[config.mk]
export PLATFORM = sky130hd
export DESIGN_NAME = cpu_fetch_flat
export DESIGN_NICKNAME = d
export VERILOG_FILES = /design/src/rtl/cpu_fetch_if.sv /design/src/rtl/cpu_fetch.sv /design/src/flat_wrapper.sv
export SDC_FILE = /design/constraint.sdc
export NUM_CORES = 1
export LEC_CHECK = 0
export CORE_MARGIN = 1.5
export CORE_UTILIZATION = 38
export CTS_BUF_LIST = sky130_fd_sc_hd__clkbuf_4 sky130_fd_sc_hd__clkbuf_8 sky130_fd_sc_hd__clkbuf_16
export CTS_CLUSTER_DIAMETER = 200
export DETAILED_ROUTE_END_ITERATION = 16
export PLACE_DENSITY = 0.66
export SYNTH_ARGS = -nofsm -noshare
export SYNTH_HDL_FRONTEND = slang
export SYNTH_SLANG_ARGS = --single-unit
export TNS_END_PERCENT = 5
[constraint.sdc]
create_clock -name clk -period 3.79 [get_ports clk]
set_input_delay 1.137 -clock clk [delete_from_list [all_inputs] [get_ports clk]]
set_output_delay 1.137 -clock clk [all_outputs]
set_load 0.03 [all_outputs]
[src/rtl/cpu_fetch_if.sv]
// RAM bus between the fetch datapath (master) and program/stack memory (slave).
interface cpu_fetch_if;
   logic [7:0] mem_addr;
   logic [7:0] mem_rdata;
   logic [7:0] mem_wdata;
   logic       mem_we;

   modport master (output mem_addr, output mem_we, output mem_wdata, input mem_rdata);
   modport slave  (input mem_addr, input mem_we, input mem_wdata, output mem_rdata);
endinterface

[src/rtl/cpu_fetch.sv]
// Program-sequencing datapath: PC, IR, MAR, TMP and SP driven by the sequencer's state code.
// Optional stack over/underflow guard enabled by defining CPU_FETCH_STACK_GUARD_EN.
module cpu_fetch #(
   parameter logic [7:0] SP_INIT = 8'hFF,
   parameter logic [7:0] PC_INIT = 8'h00
) (
   input  logic        clk,
   input  logic        reset_n,
   input  logic [7:0]  state,
   input  logic        flag_z,
   input  logic        flag_c,
   cpu_fetch_if.master mem,
   output logic [7:0]  opcode,
   output logic [7:0]  pc,
   output logic [7:0]  sp,
   output logic        halted,
   output logic        stack_fault
);

   localparam logic [7:0] STATE_NEXT       = 8'h00;
   localparam logic [7:0] STATE_FETCH_PC   = 8'h01;
   localparam logic [7:0] STATE_FETCH_INST = 8'h02;
   localparam logic [7:0] STATE_JUMP       = 8'h03;
   localparam logic [7:0] STATE_LDI        = 8'h04;
   localparam logic [7:0] STATE_TMP_STORE  = 8'h05;
   localparam logic [7:0] STATE_FETCH_SP   = 8'h06;
   localparam logic [7:0] STATE_PC_STORE   = 8'h07;
   localparam logic [7:0] STATE_TMP_JUMP   = 8'h08;
   localparam logic [7:0] STATE_INC_SP     = 8'h09;
   localparam logic [7:0] STATE_RET        = 8'h0A;
   localparam logic [7:0] STATE_HALT       = 8'h0B;
   localparam logic [7:0] STATE_OUT_A      = 8'h0C;
   localparam logic [7:0] STATE_MOV_AB     = 8'h0D;
   localparam logic [7:0] STATE_MOV_BA     = 8'h0E;
   localparam logic [7:0] STATE_ALU_OP     = 8'h10;

   localparam logic [7:0] OP_RET = 8'h19;

   logic [7:0] pc_q, pc_d;
   logic [7:0] sp_q, sp_d;
   logic [7:0] ir_q, ir_d;
   logic [7:0] mar_q, mar_d;
   logic [7:0] tmp_q, tmp_d;
   logic [7:0] wdata_q, wdata_d;
   logic       we_q, we_d;
   logic       halted_q, halted_d;
   logic       jump_taken;

`ifdef CPU_FETCH_STACK_GUARD_EN
   logic fault_q, fault_d;
   assign stack_fault = fault_q;
`else
   assign stack_fault = 1'b0;
`endif

   always_comb begin
      unique case (ir_q[2:0])
         3'b000:  jump_taken = 1'b1;
         3'b001:  jump_taken = flag_z;
         3'b010:  jump_taken = ~flag_z;
         3'b011:  jump_taken = flag_c;
         3'b100:  jump_taken = ~flag_c;
         default: jump_taken = 1'b0;
      endcase
   end

   always_comb begin
      pc_d     = pc_q;
      sp_d     = sp_q;
      ir_d     = ir_q;
      mar_d    = mar_q;
      tmp_d    = tmp_q;
      wdata_d  = wdata_q;
      we_d     = 1'b0;
      halted_d = halted_q;
`ifdef CPU_FETCH_STACK_GUARD_EN
      fault_d  = fault_q;
`endif
      // A halted core ignores the sequencer entirely until reset.
      if (!halted_q) begin
         case (state)
            STATE_FETCH_PC:   mar_d = pc_q;
            STATE_FETCH_INST: begin
               ir_d = mem.mem_rdata;
               pc_d = pc_q + 8'd1;
            end
            STATE_JUMP:       pc_d = jump_taken ? mem.mem_rdata : pc_q + 8'd1;
            STATE_LDI:        pc_d = pc_q + 8'd1;
            STATE_TMP_STORE: begin
               tmp_d = mem.mem_rdata;
               pc_d  = pc_q + 8'd1;
            end
            STATE_FETCH_SP: begin
               mar_d = sp_q;
               if (ir_q != OP_RET) wdata_d = pc_q;
            end
            STATE_PC_STORE: begin
`ifdef CPU_FETCH_STACK_GUARD_EN
               if (sp_q == 8'h00) begin
                  fault_d = 1'b1;
               end else begin
                  we_d = 1'b1;
                  sp_d = sp_q - 8'd1;
               end
`else
               we_d = 1'b1;
               sp_d = sp_q - 8'd1;
`endif
            end
            STATE_TMP_JUMP:   pc_d = tmp_q;
            STATE_INC_SP: begin
`ifdef CPU_FETCH_STACK_GUARD_EN
               if (sp_q == 8'hFF) fault_d = 1'b1;
               else               sp_d    = sp_q + 8'd1;
`else
               sp_d = sp_q + 8'd1;
`endif
            end
            STATE_RET:        pc_d = mem.mem_rdata;
            STATE_HALT:       halted_d = 1'b1;
            STATE_NEXT, STATE_OUT_A, STATE_MOV_AB, STATE_MOV_BA, STATE_ALU_OP: ;
            default: ;
         endcase
      end
   end

   always_ff @(posedge clk) begin
      if (!reset_n) begin
         pc_q     <= PC_INIT;
         sp_q     <= SP_INIT;
         ir_q     <= 8'h00;
         mar_q    <= 8'h00;
         tmp_q    <= 8'h00;
         wdata_q  <= 8'h00;
         we_q     <= 1'b0;
         halted_q <= 1'b0;
      end else begin
         pc_q     <= pc_d;
         sp_q     <= sp_d;
         ir_q     <= ir_d;
         mar_q    <= mar_d;
         tmp_q    <= tmp_d;
         wdata_q  <= wdata_d;
         we_q     <= we_d;
         halted_q <= halted_d;
      end
   end

`ifdef CPU_FETCH_STACK_GUARD_EN
   always_ff @(posedge clk) begin
      if (!reset_n) fault_q <= 1'b0;
      else          fault_q <= fault_d;
   end
`endif

   assign mem.mem_addr  = mar_q;
   assign mem.mem_we    = we_q;
   assign mem.mem_wdata = wdata_q;
   assign opcode        = ir_q;
   assign pc            = pc_q;
   assign sp            = sp_q;
   assign halted        = halted_q;

endmodule

[src/flat_wrapper.sv]
// flat-port wrapper written by rule: the top's interface ports become plain ports
module cpu_fetch_flat 
#(
   parameter logic [7:0] SP_INIT = 8'hFF,
   parameter logic [7:0] PC_INIT = 8'h00
)
  (clk, reset_n, state, flag_z, flag_c, opcode, pc, sp, halted, stack_fault, mem_mem_addr, mem_mem_we, mem_mem_wdata, mem_mem_rdata);
  cpu_fetch_if mem_i ();
  input  logic clk;
  input  logic reset_n;
  input  logic [7:0] state;
  input  logic flag_z;
  input  logic flag_c;
  output logic [7:0] opcode;
  output logic [7:0] pc;
  output logic [7:0] sp;
  output logic halted;
  output logic stack_fault;
  output wire logic [$bits(mem_i.mem_addr)-1:0] mem_mem_addr;
  output wire logic [$bits(mem_i.mem_we)-1:0] mem_mem_we;
  output wire logic [$bits(mem_i.mem_wdata)-1:0] mem_mem_wdata;
  input wire logic [$bits(mem_i.mem_rdata)-1:0] mem_mem_rdata;
  assign mem_mem_addr = mem_i.mem_addr;
  assign mem_mem_we = mem_i.mem_we;
  assign mem_mem_wdata = mem_i.mem_wdata;
  assign mem_i.mem_rdata = mem_mem_rdata;
  cpu_fetch #(.SP_INIT(SP_INIT), .PC_INIT(PC_INIT)) u_core (.clk(clk), .reset_n(reset_n), .state(state), .flag_z(flag_z), .flag_c(flag_c), .mem(mem_i), .opcode(opcode), .pc(pc), .sp(sp), .halted(halted), .stack_fault(stack_fault));
endmodule
==> results.txt, run 1 <==
----------------------------------------------------
[GRT]
  First-pass GRT wire length ... 11100 um
  Total track usage ... 0.185
  Pin count of the biggest net entering global routing ... 29
  Number of antenna violations at the first check in global routing ... 0
  Global route total overflow ... 0
  Number of global-route vias before repair ... 2346

[Critical path]
  Highest-delay cell along the critical path ... sky130_fd_sc_hd__or4_4
  Critical path endpoint ... u_core.sp[7]
  Cell-by-cell trace of the critical path ... clkdlybuf4s50_1 -> or4_4 -> nor2_4 -> nand3b_1 -> buf_4 -> ha_4 -> a21oi_2 -> o211ai_1 -> o41ai_2 -> mux2i_1 -> xor2_1 -> nand2_1
  Register-to-register setup slack ... 1.75 ns
  Critical R2R Capture ... u_core.pc[7]
  Launch point of the critical path ... state[5]
  Critical Path AT ... 3.86 ns
  Nature of the critical path endpoint ... flop
  Kind of start point of the critical path ... input pin
  CP Data Required Time ... 4.00 ns
  Type of the worst setup path ... input pin to flop
  Max stage delay on crit path ... 0.55 ns
  R2R Path Start ... u_core.opcode[1]
  R2r worst-path depth ... 6
  Crit Path Max Fanout ... 4

[Synth]
  Part of the Yosys area used for sequential elements ... 0.377
  Ys Warns ... 0
  Number of enable-type register cells in the synthesized netlist ... 0
  Post-synthesis async set-or-reset flop share ... 0
  FF+latch count, synth ... 50
  Number of nets produced by synthesis ... 337
  Post-synthesis average cell area ... 8.63 um^2
  Leading post-synthesis cells by cell area ... sky130_fd_sc_hd__dfxtp_1, sky130_fd_sc_hd__mux2i_1, sky130_fd_sc_hd__nand2_1
  Number of distinct library cell variants in the gate-level netlist after synthesis ... 51
  Combined area of all synthesized cells ... 0.00266 mm^2
  Primary FF master, synth ... sky130_fd_sc_hd__dfxtp_1
  Share of the synthesized area in the top cell type ... 0.377
  Library cell with the largest summed area after synthesis ... sky130_fd_sc_hd__dfxtp_1
  Number of standard cells after synthesis ... 308

[Final layout]
  Leading cell types in the layout, fill and taps excluded ... sky130_fd_sc_hd__clkdlybuf4s50_1, sky130_fd_sc_hd__dfxtp_1, sky130_fd_sc_hd__nand2_1, sky130_fd_sc_hd__nor2_1, sky130_fd_sc_hd__mux2i_1
  Synth-to-Final Area Change ... 39.2%
  Area occupied by registers ... 0.00100 mm^2
  Total area of multi-input combinational cells ... 0.00162 mm^2
  Final antenna diode count ... 0
  Fraction of final layout cells sized beyond drive strength 1 ... 0.145
  Net total in the final layout ... 415
  Layout fillers ... 662
  Leading cell type in the layout, fill and taps excluded ... sky130_fd_sc_hd__clkdlybuf4s50_1
  Filler-free cell count of the finished design ... 483

[Place]
  Placed Instances ... 473
  Count of input and output buffers ... 61
  Weighted congestion at the end of routability-driven global placement ... 0.795
  HPWL after DPL ... 5010 um

[Timing]
  Post-route minimum period ... 3.65 ns
  Maximum achievable frequency ... 0.274 GHz
  Final clock skew ... 0.0124 ns
  Fin. max-slew vios ... 0
  Remaining max-slew budget at the tightest pin ... 0.509
  Number of failing setup endpoints in the final timing report ... 0
  Final-report hold violation count ... 0
  Setup TNS ... 0 ns
  Slew at the pin closest to its max-slew limit ... 0.729 ns
  Post-route fraction of the period consumed by the critical path ... 0.963

[Clocking]
  Htree depth ... 2
  Clock Path Buffers ... 2
  Clock latency at the later pin of the worst-skew pair ... 0.31 ns
  Sink count of the clock tree ... 50
  Clock tree from TritonCTS ... yes
  CTS clk-pin slew, worst paths ... 0.10 ns
  Total of hold buffers inserted after clock tree synthesis ... 0
  CTS root buf ... sky130_fd_sc_hd__clkbuf_8
  Number of CTS-inserted buffers ... 5

[Detailed routing]
  Overall via count from detail_route ... 2464
  First-pass iteration count of the detailed router ... 4
  Detailed-routing wirelength on met1 ... 3210 um
  Count of nets left with antenna violations after detail routing ... 0
  Met3 Wirelength ... 219 um
  DR iter-0 viols ... 93
  Post-route DRC violation count ... 0
  Via density ... 5.10
  Routed length per placed instance ... 14.0 um
  Met2 routed WL ... 3220 um
  Final wirelength ... 6740 um
  Highest metal layer with signal wires ... met4

[Die]
  Placement Rows ... 30
  Horizontal extent of the die ... 86.6 um
  Die boundary height ... 86.6 um
  Area of the core ... 0.00679 mm^2
  Starting utilization of the core area ... 0.391
  Top-Level Pins ... 63
  Die area ... 0.00750 mm^2

[Power and ir drop]
  Worst supply voltage drop on vdd ... 0.134 mV
  Areal power density over the cells ... 280 mW/mm^2
  Leak Pwr ... 1.44 nW

[Run]
  Maximum capacitance violations ... 0

[Run status]
  Result of the run ... complete, no violations

[Worst hold path]
  Class of the most critical hold timing path ... flop to flop

----------------------------------------------------
## cell type report
| class | count | share of cell area |
|---|---|---|
| timing repair buffer | 89 | 0.222 |
| clock buffer | 6 | 0.0223 |
| clock inverter | 2 | 0.0105 |
| multi-input combinational | 236 | 0.438 |
| sequential | 50 | 0.271 |
| inverter | 4 | 0.00406 |
| tap | 96 | 0.0325 |
## report_power, final
group	leakage, nW	switching, mW	internal, mW
combinational	0.973	0.0515	0.0492
clock	0.0618	0.185	0.217
sequential	0.403	0.00507	0.528
total	1.44	0.242	0.795
## cells by family (layout without fill, tap and decap cells)
kind of cell / count (synthesis) / count (layout) / synth area share
flops: 50 / 50 / 0.377
simple gates: 114 / 114 / 0.208
xor+xnor: 12 / 12 / 0.0395
fa+ha+maj: 9 / 9 / 0.0452
mux: 33 / 33 / 0.124
buf+inv: 22 / 101 / 0.0372
other cells: 1 / 1 / 0.00141
compound gates: 67 / 67 / 0.168
## Yosys cell counts (2+ instances only)
| library cell | n |
|---|---|
| sky130_fd_sc_hd__dfxtp_1 | 50 |
| sky130_fd_sc_hd__nand2_1 | 44 |
| sky130_fd_sc_hd__nor2_1 | 37 |
| sky130_fd_sc_hd__mux2i_1 | 33 |
| sky130_fd_sc_hd__a21oi_1 | 18 |
| sky130_fd_sc_hd__o21ai_0 | 16 |
| sky130_fd_sc_hd__clkbuf_1 | 11 |
| sky130_fd_sc_hd__nand3_1 | 9 |
| sky130_fd_sc_hd__a211oi_1 | 8 |
| sky130_fd_sc_hd__ha_1 | 8 |
| sky130_fd_sc_hd__o211ai_1 | 6 |
| sky130_fd_sc_hd__xnor2_1 | 6 |
| sky130_fd_sc_hd__xor2_1 | 6 |
| sky130_fd_sc_hd__buf_2 | 4 |
| sky130_fd_sc_hd__inv_1 | 4 |
| sky130_fd_sc_hd__a31oi_1 | 3 |
| sky130_fd_sc_hd__o221a_2 | 3 |
| sky130_fd_sc_hd__a221oi_2 | 2 |
| sky130_fd_sc_hd__and2_1 | 2 |
| sky130_fd_sc_hd__nand2b_1 | 2 |
| sky130_fd_sc_hd__nand3b_1 | 2 |
| sky130_fd_sc_hd__nor3_1 | 2 |
| sky130_fd_sc_hd__nor4_1 | 2 |
| sky130_fd_sc_hd__nor4b_1 | 2 |
| sky130_fd_sc_hd__o22ai_1 | 2 |
## worst max-delay path: cells and delay by family
kind	cells	cell delay, ns
AND/OR/NAND/NOR	4	0.87
multiplexers	1	0.26
AO/OA/AOI/OAI	3	0.61
XOR/XNOR	1	0.17
buffers and inverters	2	0.59
adder cells (fa/ha/maj)	1	0.21
## metrics by stage
stage	power (mW)	hold WS [ns]	cell area, um^2	util	setup WS (ns)
after floorplan	0.599	0.431	2660	-	0.0516
after global placement	0.643	0.440	3510	0.516	-0.197
after detailed placement	0.645	0.447	3510	0.516	-0.336
after CTS	1.04	0.459	3630	0.534	0.00859
after global routing	1.07	0.477	3700	0.544	-0.00917
final	1.04	0.454	3700	0.544	0.142
## timing repair
item                       4_1_cts  5_1_grt
setup buffers                    0        2
setup endpoints to repair        0        2
resized for setup                0        7
## worst min-delay path by stage
stage	to	slack [ns]	cells past startpoint	start
global placement	u_core.tmp_q[6]	0.44	2	u_core.tmp_q[6]
global route	u_core.tmp_q[1]	0.48	2	u_core.tmp_q[1]
detailed placement	u_core.tmp_q[2]	0.45	2	u_core.tmp_q[2]
CTS	u_core.tmp_q[2]	0.46	2	u_core.tmp_q[2]
finish	u_core.tmp_q[2]	0.45	2	u_core.tmp_q[2]
floorplan	u_core.tmp_q[2]	0.43	2	u_core.tmp_q[2]
## state kept, by name, summed over array words and instances, names as in the netlist
register,flops
u_core.pc,8
u_core.mem.mem_we,1
u_core.sp,8
u_core.halted,1
u_core.mem.mem_wdata,8
u_core.mem.mem_addr,8
u_core.opcode,8
u_core.tmp_q,8
## layer usage
layer / track usage / vias to the layer above
li1: - / 1249
met1: 0.242 / 1158
met2: 0.315 / 49
met3: 0.0276 / 8
met4: 0.0528 / 0
met5: 0 / -
Note: power is estimated with default switching activity, not from simulation.
==> inputs of run 2 (changes only) <==
--- a/config.mk
+++ b/config.mk
@@ -5,13 +5,12 @@
 export SDC_FILE = /design/constraint.sdc
 export NUM_CORES = 1
 export LEC_CHECK = 0
-export CORE_MARGIN = 1.5
+export CORE_MARGIN = 3
 export CORE_UTILIZATION = 38
 export CTS_BUF_LIST = sky130_fd_sc_hd__clkbuf_4 sky130_fd_sc_hd__clkbuf_8 sky130_fd_sc_hd__clkbuf_16
 export CTS_CLUSTER_DIAMETER = 200
 export DETAILED_ROUTE_END_ITERATION = 16
-export PLACE_DENSITY = 0.66
+export PLACE_DENSITY_LB_ADDON = 0.25
 export SYNTH_ARGS = -nofsm -noshare
 export SYNTH_HDL_FRONTEND = slang
 export SYNTH_SLANG_ARGS = --single-unit
-export TNS_END_PERCENT = 5
==> run 2 against run 1 <==
Net effect: cell area down 0.58%; flip-flop and latch count unchanged; via count up 0.32%; worst setup slack worse by 0.0043 ns; non-clock buffer count up 1; critical path type unchanged; largest power group unchanged.
==> results.txt, run 2 (synthesized netlist as in run 1, its figures left out) <==
----------------------------------------------------
[Run status]
  Result of the run ... complete, no violations

[Final layout]
  Synth-to-Final Area Change ... 38.4%
  Finished layout cell area ... 0.00368 mm^2
  Final antenna diode count ... 0
  Layout fillers ... 603
  Net total in the final layout ... 416
  Leading cell type in the layout, fill and taps excluded ... sky130_fd_sc_hd__clkdlybuf4s50_1
  Fraction of final layout cells sized beyond drive strength 1 ... 0.142
  Utilization of the core after routing ... 0.560
  Leading cell types in the layout, fill and taps excluded ... sky130_fd_sc_hd__clkdlybuf4s50_1, sky130_fd_sc_hd__dfxtp_1, sky130_fd_sc_hd__nand2_1, sky130_fd_sc_hd__nor2_1, sky130_fd_sc_hd__mux2i_1

[Die]
  Starting utilization of the core area ... 0.405
  Die area ... 0.00803 mm^2
  Placement Rows ... 29
  Top-Level Pins ... 63
  Horizontal extent of the die ... 89.6 um
  Area of the core ... 0.00657 mm^2
  Die boundary height ... 89.6 um

[Clocking]
  Sink count of the clock tree ... 50
  Total of hold buffers inserted after clock tree synthesis ... 0
  Number of CTS-inserted buffers ... 5
  Clock tree from TritonCTS ... yes
  Htree depth ... 2
  CTS root buf ... sky130_fd_sc_hd__clkbuf_8
  CTS clk-pin slew, worst paths ... 0.09 ns
  Clock latency at the later pin of the worst-skew pair ... 0.31 ns
  Clock Path Buffers ... 2

[Worst hold path]
  Hold Startpoint ... u_core.tmp_q[4]
  Class of the most critical hold timing path ... flop to flop

[Timing]
  Remaining max-slew budget at the tightest pin ... 0.509
  Slew at the pin closest to its max-slew limit ... 0.729 ns
  Fin. max-slew vios ... 0
  Final-report hold violation count ... 0
  Post-route fraction of the period consumed by the critical path ... 0.964
  Final clock skew ... 0.00677 ns
  Maximum achievable frequency ... 0.274 GHz
  Number of failing setup endpoints in the final timing report ... 0
  Worst hold slack ... 0.461 ns
  Setup repair after global routing missed its margin ... false
  Post-route minimum period ... 3.65 ns

[Critical path]
  Type of the worst setup path ... input pin to flop
  Critical Path AT ... 3.83 ns
  Kind of start point of the critical path ... input pin
  Highest-delay cell along the critical path ... sky130_fd_sc_hd__or4_4
  Family with the most delay on the worst path ... simple AND/OR/NAND/NOR gates
  CP Data Required Time ... 3.96 ns
  Launch point of the critical path ... state[5]
  Nature of the critical path endpoint ... flop
  R2R Path Start ... u_core.sp[1]
  Crit Path Max Fanout ... 6
  Buffers plus inverters on the worst setup path ... 1
  Max stage delay on crit path ... 0.50 ns
  Cell-by-cell trace of the critical path ... clkdlybuf4s50_1 -> or4_4 -> nor2_4 -> nand3b_1 -> ha_1 -> a21oi_2 -> o211ai_1 -> o41ai_2 -> mux2i_1 -> xor2_1 -> nand2_1

[Detailed routing]
  Via density ... 5.14
  DR iter-0 viols ... 102
  Count of nets left with antenna violations after detail routing ... 0
  First-pass iteration count of the detailed router ... 4
  Overall via count from detail_route ... 2472
  Routed length per placed instance ... 14.3 um
  Post-route DRC violation count ... 0
  Final wirelength ... 6870 um

[GRT]
  Pin count of the biggest net entering global routing ... 23
  Number of antenna violations at the first check in global routing ... 0
  Total track usage ... 0.175
  Global route total overflow ... 0
  Number of global-route vias before repair ... 2233
  First-pass GRT wire length ... 11000 um

[Power and ir drop]
  Areal power density over the cells ... 277 mW/mm^2
  Post-route total power ... 1.02 mW
  Worst supply voltage drop on vdd ... 0.131 mV
  Leak Pwr ... 1.46 nW

[Place]
  Weighted congestion at the end of routability-driven global placement ... 0.826
  Instance area after placement ... 0.00350 mm^2
  HPWL after DPL ... 5170 um
  Count of input and output buffers ... 61

[Run]
  Maximum capacitance violations ... 0

----------------------------------------------------
run 2: cell types whose count changed in the layout (fill, tap and decap cells not counted):
| cell | before | now |
|---|---|---|
| sky130_fd_sc_hd__ha_1 | 5 | 7 |
| sky130_fd_sc_hd__buf_4 | 28 | 29 |
| sky130_fd_sc_hd__dlymetal6s2s_1 | 0 | 2 |
| sky130_fd_sc_hd__clkbuf_8 | 6 | 5 |
| sky130_fd_sc_hd__ha_4 | 3 | 1 |
| sky130_fd_sc_hd__clkdlybuf4s50_1 | 61 | 59 |
| sky130_fd_sc_hd__clkinv_4 | 0 | 1 |
run 2: worst min-delay path, stage by stage, from the launching register on:
cell,delay (ns)
sky130_fd_sc_hd__dfxtp_1,0.32
sky130_fd_sc_hd__nand2_1,0.05
sky130_fd_sc_hd__a21oi_1,0.05
run 2: cell type report:
class,instances,area (um^2),share of cell area
Timing Repair Buffer,90,833,0.227
Multi-Input combinational cell,236,1600,0.434
Sequential cell,50,1000,0.272
Clock inverter,3,47.5,0.0129
Tap cell,93,116,0.0316
Inverter,4,15.0,0.00408
Clock buffer,5,68.8,0.0187
run 2: metal layers:
| layer | vias up | global-route usage | wire length (um) |
|---|---|---|---|
| met3 | 10 | 0.0292 | 228 |
| met4 | 0 | 0.0555 | 92 |
| met5 | - | 0 | 0 |
| met2 | 51 | 0.270 | 3300 |
| li1 | 1254 | - | - |
| met1 | 1157 | 0.248 | 3260 |
run 2: what timing repair did:
| item | 4_1_cts | 5_1_grt |
|---|---|---|
| gates cloned | 0 | 0 |
| buffers inserted | 0 | 3 |
| resized for setup | 1 | 6 |
| pin swaps | 0 | 8 |
| endpoints found under the setup margin | 1 | 1 |
| hold endpoints to repair | 0 | 0 |
run 2: stage by stage:
step | setup slack [ns] | setup TNS, ns | instances
floorplan | 0.0516 | 0 | 308
detailed placement | -0.328 | -0.602 | 470
global placement | -0.221 | -0.371 | 470
CTS | 0.0712 | 0 | 478
global route | 0.00577 | 0 | 481
finish | 0.137 | 0 | 481
run 2: worst paths after layout:
path,slack (ns),cells after the start,to
worst max-delay path,0.14,11,u_core.sp[7]
worst min-delay path,0.46,2,u_core.tmp_q[4]
worst max register to register,1.77,7,u_core.sp[7]
worst min register to register,0.46,2,u_core.tmp_q[4]
run 2: power by group:
part	internal (mW)	leakage, nW	switching, mW
clock	0.200	0.0587	0.185
combinational	0.0488	0.994	0.0519
sequential	0.528	0.403	0.00504
total	0.777	1.46	0.242
==> inputs of run 3 (changes only) <==
--- a/config.mk
+++ b/config.mk
@@ -6,7 +6,7 @@
 export NUM_CORES = 1
 export LEC_CHECK = 0
 export CORE_MARGIN = 3
-export CORE_UTILIZATION = 38
+export CORE_UTILIZATION = 45
 export CTS_BUF_LIST = sky130_fd_sc_hd__clkbuf_4 sky130_fd_sc_hd__clkbuf_8 sky130_fd_sc_hd__clkbuf_16
 export CTS_CLUSTER_DIAMETER = 200
 export DETAILED_ROUTE_END_ITERATION = 16
==> run 3 against run 2 <==
Net effect: first-iteration DRC count rose by 47%; worst setup slack improved by 0.066 ns; sequential share of layout area rose by 0.48 points; global-route usage rose by 2.5 points; via count rose by 2.1%.
==> results.txt, run 3 (synthesized netlist as in run 1, its figures left out) <==
----------------------------------------------------
[Run]
  Maximum capacitance violations ... 0

[Critical path]
  Register-to-register setup slack ... 1.79 ns
  CP Data Required Time ... 3.99 ns
  Type of the worst setup path ... input pin to flop
  Nature of the critical path endpoint ... flop
  Crit Path Max Fanout ... 6
  Kind of start point of the critical path ... input pin
  Critical Path AT ... 3.79 ns

[Power and ir drop]
  Internal cell power ... 781 uW
  Reg power frac ... 0.525
  Part of the total power dissipated in the clock network ... 0.376
  Switching power of the nets ... 234 uW
  Post-route total power ... 1.01 mW
  Comb pwr share ... 0.099
  Areal power density over the cells ... 281 mW/mm^2
  Worst supply voltage drop on vdd ... 0.151 mV
  Net Sw Frac ... 0.230
  Leak Pwr ... 1.44 nW

[Detailed routing]
  DR iter-0 viols ... 150
  Post-route DRC violation count ... 0
  Final wirelength ... 6760 um
  Routed length per placed instance ... 14.8 um
  First-pass iteration count of the detailed router ... 4
  Overall via count from detail_route ... 2523
  Via density ... 5.52
  Count of nets left with antenna violations after detail routing ... 0

[Place]
  Dpl ws ... -0.306 ns
  Placed Instances ... 448
  HPWL after DPL ... 5100 um
  Weighted congestion at the end of routability-driven global placement ... 0.880
  Count of input and output buffers ... 61

[Final layout]
  Leading cell type in the layout, fill and taps excluded ... sky130_fd_sc_hd__clkdlybuf4s50_1
  Synth-to-Final Area Change ... 36.0%
  Leading cell types in the layout, fill and taps excluded ... sky130_fd_sc_hd__clkdlybuf4s50_1, sky130_fd_sc_hd__dfxtp_1, sky130_fd_sc_hd__nand2_1, sky130_fd_sc_hd__nor2_1, sky130_fd_sc_hd__mux2i_1
  Net total in the final layout ... 413
  Utilization of the core after routing ... 0.644
  Filler-free cell count of the finished design ... 457
  Final antenna diode count ... 0
  Fraction of final layout cells sized beyond drive strength 1 ... 0.132

[Timing]
  Maximum achievable frequency ... 0.279 GHz
  Setup repair after global routing missed its margin ... false
  Final-report hold violation count ... 0
  Remaining max-slew budget at the tightest pin ... 0.500
  Number of failing setup endpoints in the final timing report ... 0
  Post-route fraction of the period consumed by the critical path ... 0.946
  Setup TNS ... 0 ns
  Slew at the pin closest to its max-slew limit ... 0.742 ns
  Final clock skew ... 0.00665 ns
  Fin. max-slew vios ... 0
  Final WS setup ... 0.203 ns
  Post-route minimum period ... 3.59 ns

[Die]
  Die boundary height ... 82.9 um
  Placement Rows ... 27
  Die area ... 0.00686 mm^2
  Top-Level Pins ... 63
  Horizontal extent of the die ... 82.9 um
  Starting utilization of the core area ... 0.474
  Area of the core ... 0.00561 mm^2

[Clocking]
  Number of CTS-inserted buffers ... 5
  Htree depth ... 2
  Clock latency at the later pin of the worst-skew pair ... 0.30 ns
  CTS clk-pin slew, worst paths ... 0.09 ns
  Sink count of the clock tree ... 50
  CTS root buf ... sky130_fd_sc_hd__clkbuf_8
  Clock tree from TritonCTS ... yes
  Total of hold buffers inserted after clock tree synthesis ... 0
  Clock Path Buffers ... 2

[GRT]
  Pin count of the biggest net entering global routing ... 29
  Total track usage ... 0.200
  Number of global-route vias before repair ... 2434
  First-pass GRT wire length ... 11500 um
  Global route total overflow ... 0
  Number of antenna violations at the first check in global routing ... 0

[Worst hold path]
  Class of the most critical hold timing path ... flop to flop

[Run status]
  Result of the run ... complete, no violations

----------------------------------------------------
-- run 3: changes by cell type in the layout (fill, tap and decap cells not counted) --
cell,change
sky130_fd_sc_hd__inv_6,-1
sky130_fd_sc_hd__clkbuf_4,+1
sky130_fd_sc_hd__ha_4,-1
sky130_fd_sc_hd__clkinvlp_4,+1
sky130_fd_sc_hd__clkinv_4,-1
sky130_fd_sc_hd__ha_1,+1
sky130_fd_sc_hd__buf_4,-3
-- run 3: worst max-delay path, cell delays in order --
cell,delay (ns)
sky130_fd_sc_hd__clkdlybuf4s50_1,0.40
sky130_fd_sc_hd__or4_4,0.50
sky130_fd_sc_hd__nor2_4,0.10
sky130_fd_sc_hd__nand3b_1,0.22
sky130_fd_sc_hd__ha_1,0.38
sky130_fd_sc_hd__a21oi_2,0.14
sky130_fd_sc_hd__o211ai_1,0.13
sky130_fd_sc_hd__o41ai_2,0.33
sky130_fd_sc_hd__mux2i_1,0.25
sky130_fd_sc_hd__xor2_1,0.15
sky130_fd_sc_hd__nand2_1,0.06
-- run 3: what timing repair did --
action / CTS / global route
buffers inserted: 0 / 1
endpoints found under the hold margin: 0 / 0
resized for setup: 0 / 6
setup endpoints to repair: 0 / 1
-- run 3: area by class of cell --
type,count,area (um^2)
well taps,72,90.1
clock buffers,6,76.3
clock inverters,2,37.5
inverters,4,15.0
flip-flops and latches,50,1000
fillers,516,1990
multi-input cells,236,1580
repair buffers,87,811
-- run 3: final timing paths --
check | from | end | cells after the start
setup / recovery | state[4] | u_core.sp[7] | 11
hold / removal | u_core.tmp_q[6] | u_core.tmp_q[6] | 2
setup reg to reg | u_core.opcode[1] | u_core.pc[7] | 6
hold reg to reg | u_core.tmp_q[6] | u_core.tmp_q[6] | 2
-- run 3: power groups by stage --
stage	Combinational, mW	Sequential (mW)	Clock (mW)
finish	0.100	0.533	0.381
global route	0.109	0.534	0.412
CTS	0.100	0.533	0.387
detailed placement	0.0993	0.545	0
global placement	0.0979	0.545	0
floorplan	0.0495	0.549	0
-- run 3: per-layer routing --
layer | vias to the layer above | GRT usage | part of all wire
met2 | 52 | 0.343 | 0.50
met4 | 0 | 0.0490 | 0.0078
met3 | 5 | 0.0357 | 0.042
li1 | 1249 | - | -
met5 | - | 0 | 0
met1 | 1217 | 0.260 | 0.45
-- run 3: stage by stage --
| stage | instance area [um^2] | hold WS (ns) |
|---|---|---|
| after floorplan | 2660 | 0.431 |
| after global placement | 3470 | 0.439 |
| after detailed placement | 3470 | 0.446 |
| after CTS | 3580 | 0.458 |
| after global routing | 3610 | 0.483 |
| final | 3610 | 0.461 |
